## src/rtl/frame_sequencer.sv

```systemverilog
// rtl/frame_sequencer.sv - frame slot sequencer: header pilots, payload data with interleaved pilots
module frame_sequencer #(
    parameter int CNT_W  = 13,
    parameter int FCNT_W = 16
) (
    input  logic              clk,
    input  logic              rst,
    input  logic              enable,
    input  logic              advance,
    input  logic [CNT_W-1:0]  frame_length,
    input  logic [CNT_W-1:0]  header_len,
    input  logic [CNT_W-1:0]  pilot_period,
    output logic              slot_valid,
    output logic              sel_pilot,
    output logic              start_frame,
    output logic              end_frame,
    output logic [CNT_W-1:0]  sym_idx,
    output logic [FCNT_W-1:0] frame_cnt
);

    typedef enum logic [1:0] {
        ST_IDLE   = 2'd0,
        ST_HEADER = 2'd1,
        ST_DATA   = 2'd2,
        ST_PILOT  = 2'd3
    } state_t;

    localparam logic [CNT_W-1:0]  ONE_C  = CNT_W'(1);
    localparam logic [FCNT_W-1:0] ONE_F  = FCNT_W'(1);

    state_t              state_q, state_d;
    logic [CNT_W-1:0]    fl_q, fl_d;
    logic [CNT_W-1:0]    hl_q, hl_d;
    logic [CNT_W-1:0]    pp_q, pp_d;
    logic [CNT_W-1:0]    hdr_cnt_q, hdr_cnt_d;
    logic [CNT_W-1:0]    sym_idx_q, sym_idx_d;
    logic [CNT_W-1:0]    since_q, since_d;
    logic [FCNT_W-1:0]   frame_cnt_q, frame_cnt_d;
    logic                start_q, start_d;
    logic                last_data;
    logic                launch;
    logic [CNT_W-1:0]    since_inc;

    assign last_data = (sym_idx_q == fl_q - ONE_C);
    assign since_inc = since_q + ONE_C;

    always_ff @(posedge clk) begin
        if (!rst) begin
            state_q     <= ST_IDLE;
            fl_q        <= '0;
            hl_q        <= '0;
            pp_q        <= '0;
            hdr_cnt_q   <= '0;
            sym_idx_q   <= '0;
            since_q     <= '0;
            frame_cnt_q <= '0;
            start_q     <= 1'b0;
        end else begin
            state_q     <= state_d;
            fl_q        <= fl_d;
            hl_q        <= hl_d;
            pp_q        <= pp_d;
            hdr_cnt_q   <= hdr_cnt_d;
            sym_idx_q   <= sym_idx_d;
            since_q     <= since_d;
            frame_cnt_q <= frame_cnt_d;
            start_q     <= start_d;
        end
    end

    always_comb begin
        state_d     = state_q;
        fl_d        = fl_q;
        hl_d        = hl_q;
        pp_d        = pp_q;
        hdr_cnt_d   = hdr_cnt_q;
        sym_idx_d   = sym_idx_q;
        since_d     = since_q;
        frame_cnt_d = frame_cnt_q;
        start_d     = start_q;
        launch      = 1'b0;

        case (state_q)
            ST_IDLE: begin
                if (enable) begin
                    launch = 1'b1;
                end
            end
            ST_HEADER: begin
                if (advance) begin
                    start_d = 1'b0;
                    if (hdr_cnt_q == hl_q - ONE_C) begin
                        state_d = ST_DATA;
                    end else begin
                        hdr_cnt_d = hdr_cnt_q + ONE_C;
                    end
                end
            end
            ST_DATA: begin
                if (advance) begin
                    start_d = 1'b0;
                    if (last_data) begin
                        // End of frame wins over any pilot that would otherwise follow
                        frame_cnt_d = frame_cnt_q + ONE_F;
                        if (enable) begin
                            launch = 1'b1;
                        end else begin
                            state_d   = ST_IDLE;
                            hdr_cnt_d = '0;
                            sym_idx_d = '0;
                            since_d   = '0;
                        end
                    end else begin
                        sym_idx_d = sym_idx_q + ONE_C;
                        if (pp_q != '0 && since_inc == pp_q) begin
                            state_d = ST_PILOT;
                            since_d = '0;
                        end else begin
                            since_d = since_inc;
                        end
                    end
                end
            end
            ST_PILOT: begin
                if (advance) begin
                    start_d = 1'b0;
                    state_d = ST_DATA;
                end
            end
            default: state_d = ST_IDLE;
        endcase

        if (launch) begin
            fl_d      = (frame_length == '0) ? ONE_C : frame_length;
            hl_d      = header_len;
            pp_d      = pilot_period;
            hdr_cnt_d = '0;
            sym_idx_d = '0;
            since_d   = '0;
            start_d   = 1'b1;
            state_d   = (header_len != '0) ? ST_HEADER : ST_DATA;
        end
    end

    assign slot_valid  = (state_q != ST_IDLE);
    assign sel_pilot   = (state_q == ST_HEADER) || (state_q == ST_PILOT);
    assign start_frame = start_q;
    assign end_frame   = (state_q == ST_DATA) && last_data;
    assign sym_idx     = sym_idx_q;
    assign frame_cnt   = frame_cnt_q;

endmodule

```

## config.mk

```make
export PLATFORM = sky130hd
export DESIGN_NAME = frame_sequencer
export DESIGN_NICKNAME = d
export VERILOG_FILES = /design/src/rtl/frame_sequencer.sv
export SDC_FILE = /design/constraint.sdc
export NUM_CORES = 1
export LEC_CHECK = 0
export ABC_AREA = 1
export BUFFER_PORTS_ARGS = -buffer_cell sky130_fd_sc_hd__buf_2
export CAP_MARGIN = 15
export CORE_UTILIZATION = 35
export CTS_CLUSTER_DIAMETER = 30
export DETAILED_ROUTE_END_ITERATION = 8
export PLACE_DENSITY_LB_ADDON = 0.05
export SLEW_MARGIN = 10
export SYNTH_ARGS = -nofsm -noshare
export SYNTH_HDL_FRONTEND = slang
export SYNTH_SLANG_ARGS = --single-unit
```

## constraint.sdc

```tcl
create_clock -name clk -period 3.6 [get_ports clk]
set_clock_uncertainty 0.1 [all_clocks]
set_input_delay 0.54 -clock clk [delete_from_list [all_inputs] [get_ports clk]]
set_output_delay 0.54 -clock clk [all_outputs]
set_load 0.02 [all_outputs]
```

==> metrics.txt <==
Critical R2R Capture=hdr_cnt_q[11]; Worst setup SP type=flop; ANT nets after route=0; fin area=just over 7000 um^2; Die Width=137 um; Ys Warns=0; CP Buf/Inv Count=2; DP HPWL=approximately 15000 um; clk buf depth=2; drt first pass iters=5; cts repair resizes=0; clock input transition at the sequential cells of the worst setup and hold paths=about 0.060 ns; unrepaired setup endpoints after global routing=no; fillcell total=1957; global route overflow=0; Core ar.=17500 um^2; register area share after synthesis=around 31%; placed insts=1288; Slew @ Worst Pin=between 0.7 and 0.8 ns; worst hold start=header_len[12]; Crit Path Class=flop to primary output; root buf cell=clkbuf_16; Setup crit end kind=primary output; Final Setup Violations=0; DRC Markers=0; layout net count=1123; die area=roughly 19000 um^2; overall routing resource usage=20.9%; Syn Inst Count=1008; Synth cell types=between 40 and 50; CTS tree=done; H-tree depth=3; Hold Crit Depth=3; Die Ht=~140 um; Num CTS Buffers=9; EDFF count, synth=0; drt initial violations=363; Max Slew Vio Count=0; Max Fanout on Critical Path=5; PortBufs=75; predominant post-synthesis flop cell=dfxtp_1; critical path's slowest cell=dfxtp_1; Worst VDD drop=~0.34 mV; outcome=finished clean; syn nets=1057; first-pass GRT wire length=about 30000 um; Power Density=approximately 550 nW/um^2; setup total negative slack=0 ns; flip-flop and latch area=1940 um^2; Clock Latency Late Sink=0.36 ns; Starting Density=36.2%; max-cap viol count=0; normalized max-slew margin=46.5%; WP data arrival=around 2.3 ns; Hold EP=hl_q[12]; initial antenna violation count=0; crit path time final=just under 3 ns; routed length per placed instance=between 10 and 15 um; critical-path cell list=inv_1 > ha_1 > nand2_2 > o21ai_1 > nand2_1 > nand2_2 > nand2_1 > nor2_4 > nand2_1 > nor2_1 > buf_2; fin cells=between 1000 and 1500; fmax=336 MHz; largest net degree at the start of global routing=26; antenna cells=0; placed cell area=6900 um^2; clock sinks=just under 100; Final period util=just over 80%; share of cells above drive strength 1=between 10% and 20%; Vias/cell=between 4 and 5; async set-reset flop share out of synthesis=0%; hold slack=roughly 0.3 ns; syn avg cell area=about 6.3 um^2; Placer Congestion=0.850; crit-path most repeated cell=nand2_1; reg2reg path depth=14; leakage=roughly 3.2 nW; Worst R2R Setup Slack=approximately 0.75 ns; final hold vios=0; critical path required time=2.96 ns; area grow syn2layout=14.1%; Hold Buf Count CTS=0; via count of the first global-routing pass=approximately 6000; Post-Syn Area=roughly 6400 um^2; critical path's top delay family=simple AND/OR/NAND/NOR gates; Top Ports=76; WL final=18700 um; Reg2Reg Launch Point=fl_q[0]; Yosys reg bits=97; area occupied by multi-input gates=3770 um^2; Setup Fix Bufs, Post-CTS=0; final core utilization=41.3%; # rows=48; HP Class=input pin to flop; CP peak stage delay=0.31 ns; DR vias=~6300
cell usage after synthesis (2+ instances only):
cell type / instances / share of area [%]
o21bai_1: 3 / 0.35
nor3b_1: 3 / 0.35
buf_6: 7 / 1.2
inv_1: 117 / 6.9
o21ai_1: 11 / 0.87
nor2_2: 5 / 0.49
nand2_2: 4 / 0.39
nor2_4: 4 / 0.71
a21oi_1: 62 / 4.9
o21ai_2: 8 / 1.1
ha_1: 6 / 1.2
nand3_1: 94 / 7.4
dfxtp_1: 97 / 31
inv_2: 3 / 0.18
buf_2: 4 / 0.32
buf_4: 6 / 0.71
nand4_1: 27 / 2.7
clkbuf_1: 9 / 0.53
nor3_1: 12 / 0.95
nor4_1: 13 / 1.3
o21ai_0: 26 / 2.0
xor2_1: 37 / 5.1
clkbuf_2: 2 / 0.16
nand2_1: 291 / 17
a21o_1: 2 / 0.24
nand3b_1: 4 / 0.47
nand2_4: 2 / 0.35
nor2_1: 122 / 7.2
xnor2_1: 15 / 2.1
flip-flops by register name, summed over array words and instances (netlist names):
signal,cells
frame_cnt,16
fl_q,13
hdr_cnt_q,13
hl_q,13
pp_q,13
since_q,13
sym_idx,13
state_q,2
start_frame,1
per-layer routing:
metal | vias up | routed length (um) | global-route usage [%]
li1 | 3375 | - | -
met1 | 2838 | 9350 | 27.0
met2 | 65 | 8530 | 35.1
met3 | 17 | 519 | 4.11
met4 | 0 | 340 | 5.80
met5 | - | 0 | 0
layout make-up:
cell class | count | share of cell area (%)
Inverter | 120 | 6.21
Tap cell | 225 | 3.88
Clock inverter | 3 | 0.949
Multi-Input combinational cell | 762 | 52.0
Timing Repair Buffer | 84 | 6.28
Sequential cell | 97 | 26.8
Clock buffer | 13 | 3.87
stage by stage:
stage	power (W)	setup WS (ns)
final	0.00395	0.627
after floorplan	0.00250	1.22
after detailed placement	0.00285	0.688
after global routing	0.00426	0.342
after CTS	0.00400	0.567
after global placement	0.00286	0.805
worst register-to-register path, cell delays in order (launching register included):
cell and delay, ns:
dfxtp_1 0.31, inv_1 0.14, ha_1 0.27, nand2_2 0.15, o21ai_1 0.22, nand2_1 0.09, nand2_2 0.09, nand2_1 0.09
nor2_4 0.16, nand3_4 0.14, nand2_4 0.12, nand2_4 0.14, nand2_2 0.39, buf_4 0.27, a21oi_1 0.06
cell families after synthesis:
| logic type | count (synthesis) | synth area share (%) |
|---|---|---|
| adders and majority gates | 6 | 1.18 |
| and+or+nand+nor | 586 | 40.3 |
| AOI/OAI and AO/OA | 116 | 9.96 |
| xor gates and xnor gates | 54 | 7.90 |
| buffers and inverters | 149 | 10.1 |
| DFF | 97 | 30.6 |
worst max-delay path by stage:
stage | start | end | cells after the start
after CTS | fl_q[0] | end_frame | 11
after global placement | fl_q[0] | hdr_cnt_q[4] | 14
after global routing | fl_q[0] | end_frame | 11
after floorplan | fl_q[0] | end_frame | 10
after detailed placement | fl_q[0] | hdr_cnt_q[9] | 14
final | fl_q[0] | end_frame | 11
cells in the final DEF, fill, tap and decap left out, drive strengths merged, types with 2 or more instances in the layout:
cell / Yosys / layout
dfxtp: 97 / 97
ha: 6 / 6
a21oi: 62 / 62
nand4: 27 / 27
nor3b: 3 / 3
nor3: 12 / 12
nand3: 96 / 96
bufinv: 0 / 2
nand3b: 4 / 4
inv: 120 / 121
a21o: 2 / 2
o21ai: 45 / 45
o21bai: 3 / 3
nor4: 13 / 13
clkbuf: 11 / 13
nor2: 131 / 131
xnor2: 15 / 15
xor2: 37 / 37
buf: 18 / 84
nand2: 297 / 297
power by group:
group | internal (W) | switching, W
clock network | 0.000688 | 0.000440
logic | 0.000495 | 0.00102
registers | 0.00118 | 0.000120
total | 0.00237 | 0.00158
(Power assumes the default switching activity.)
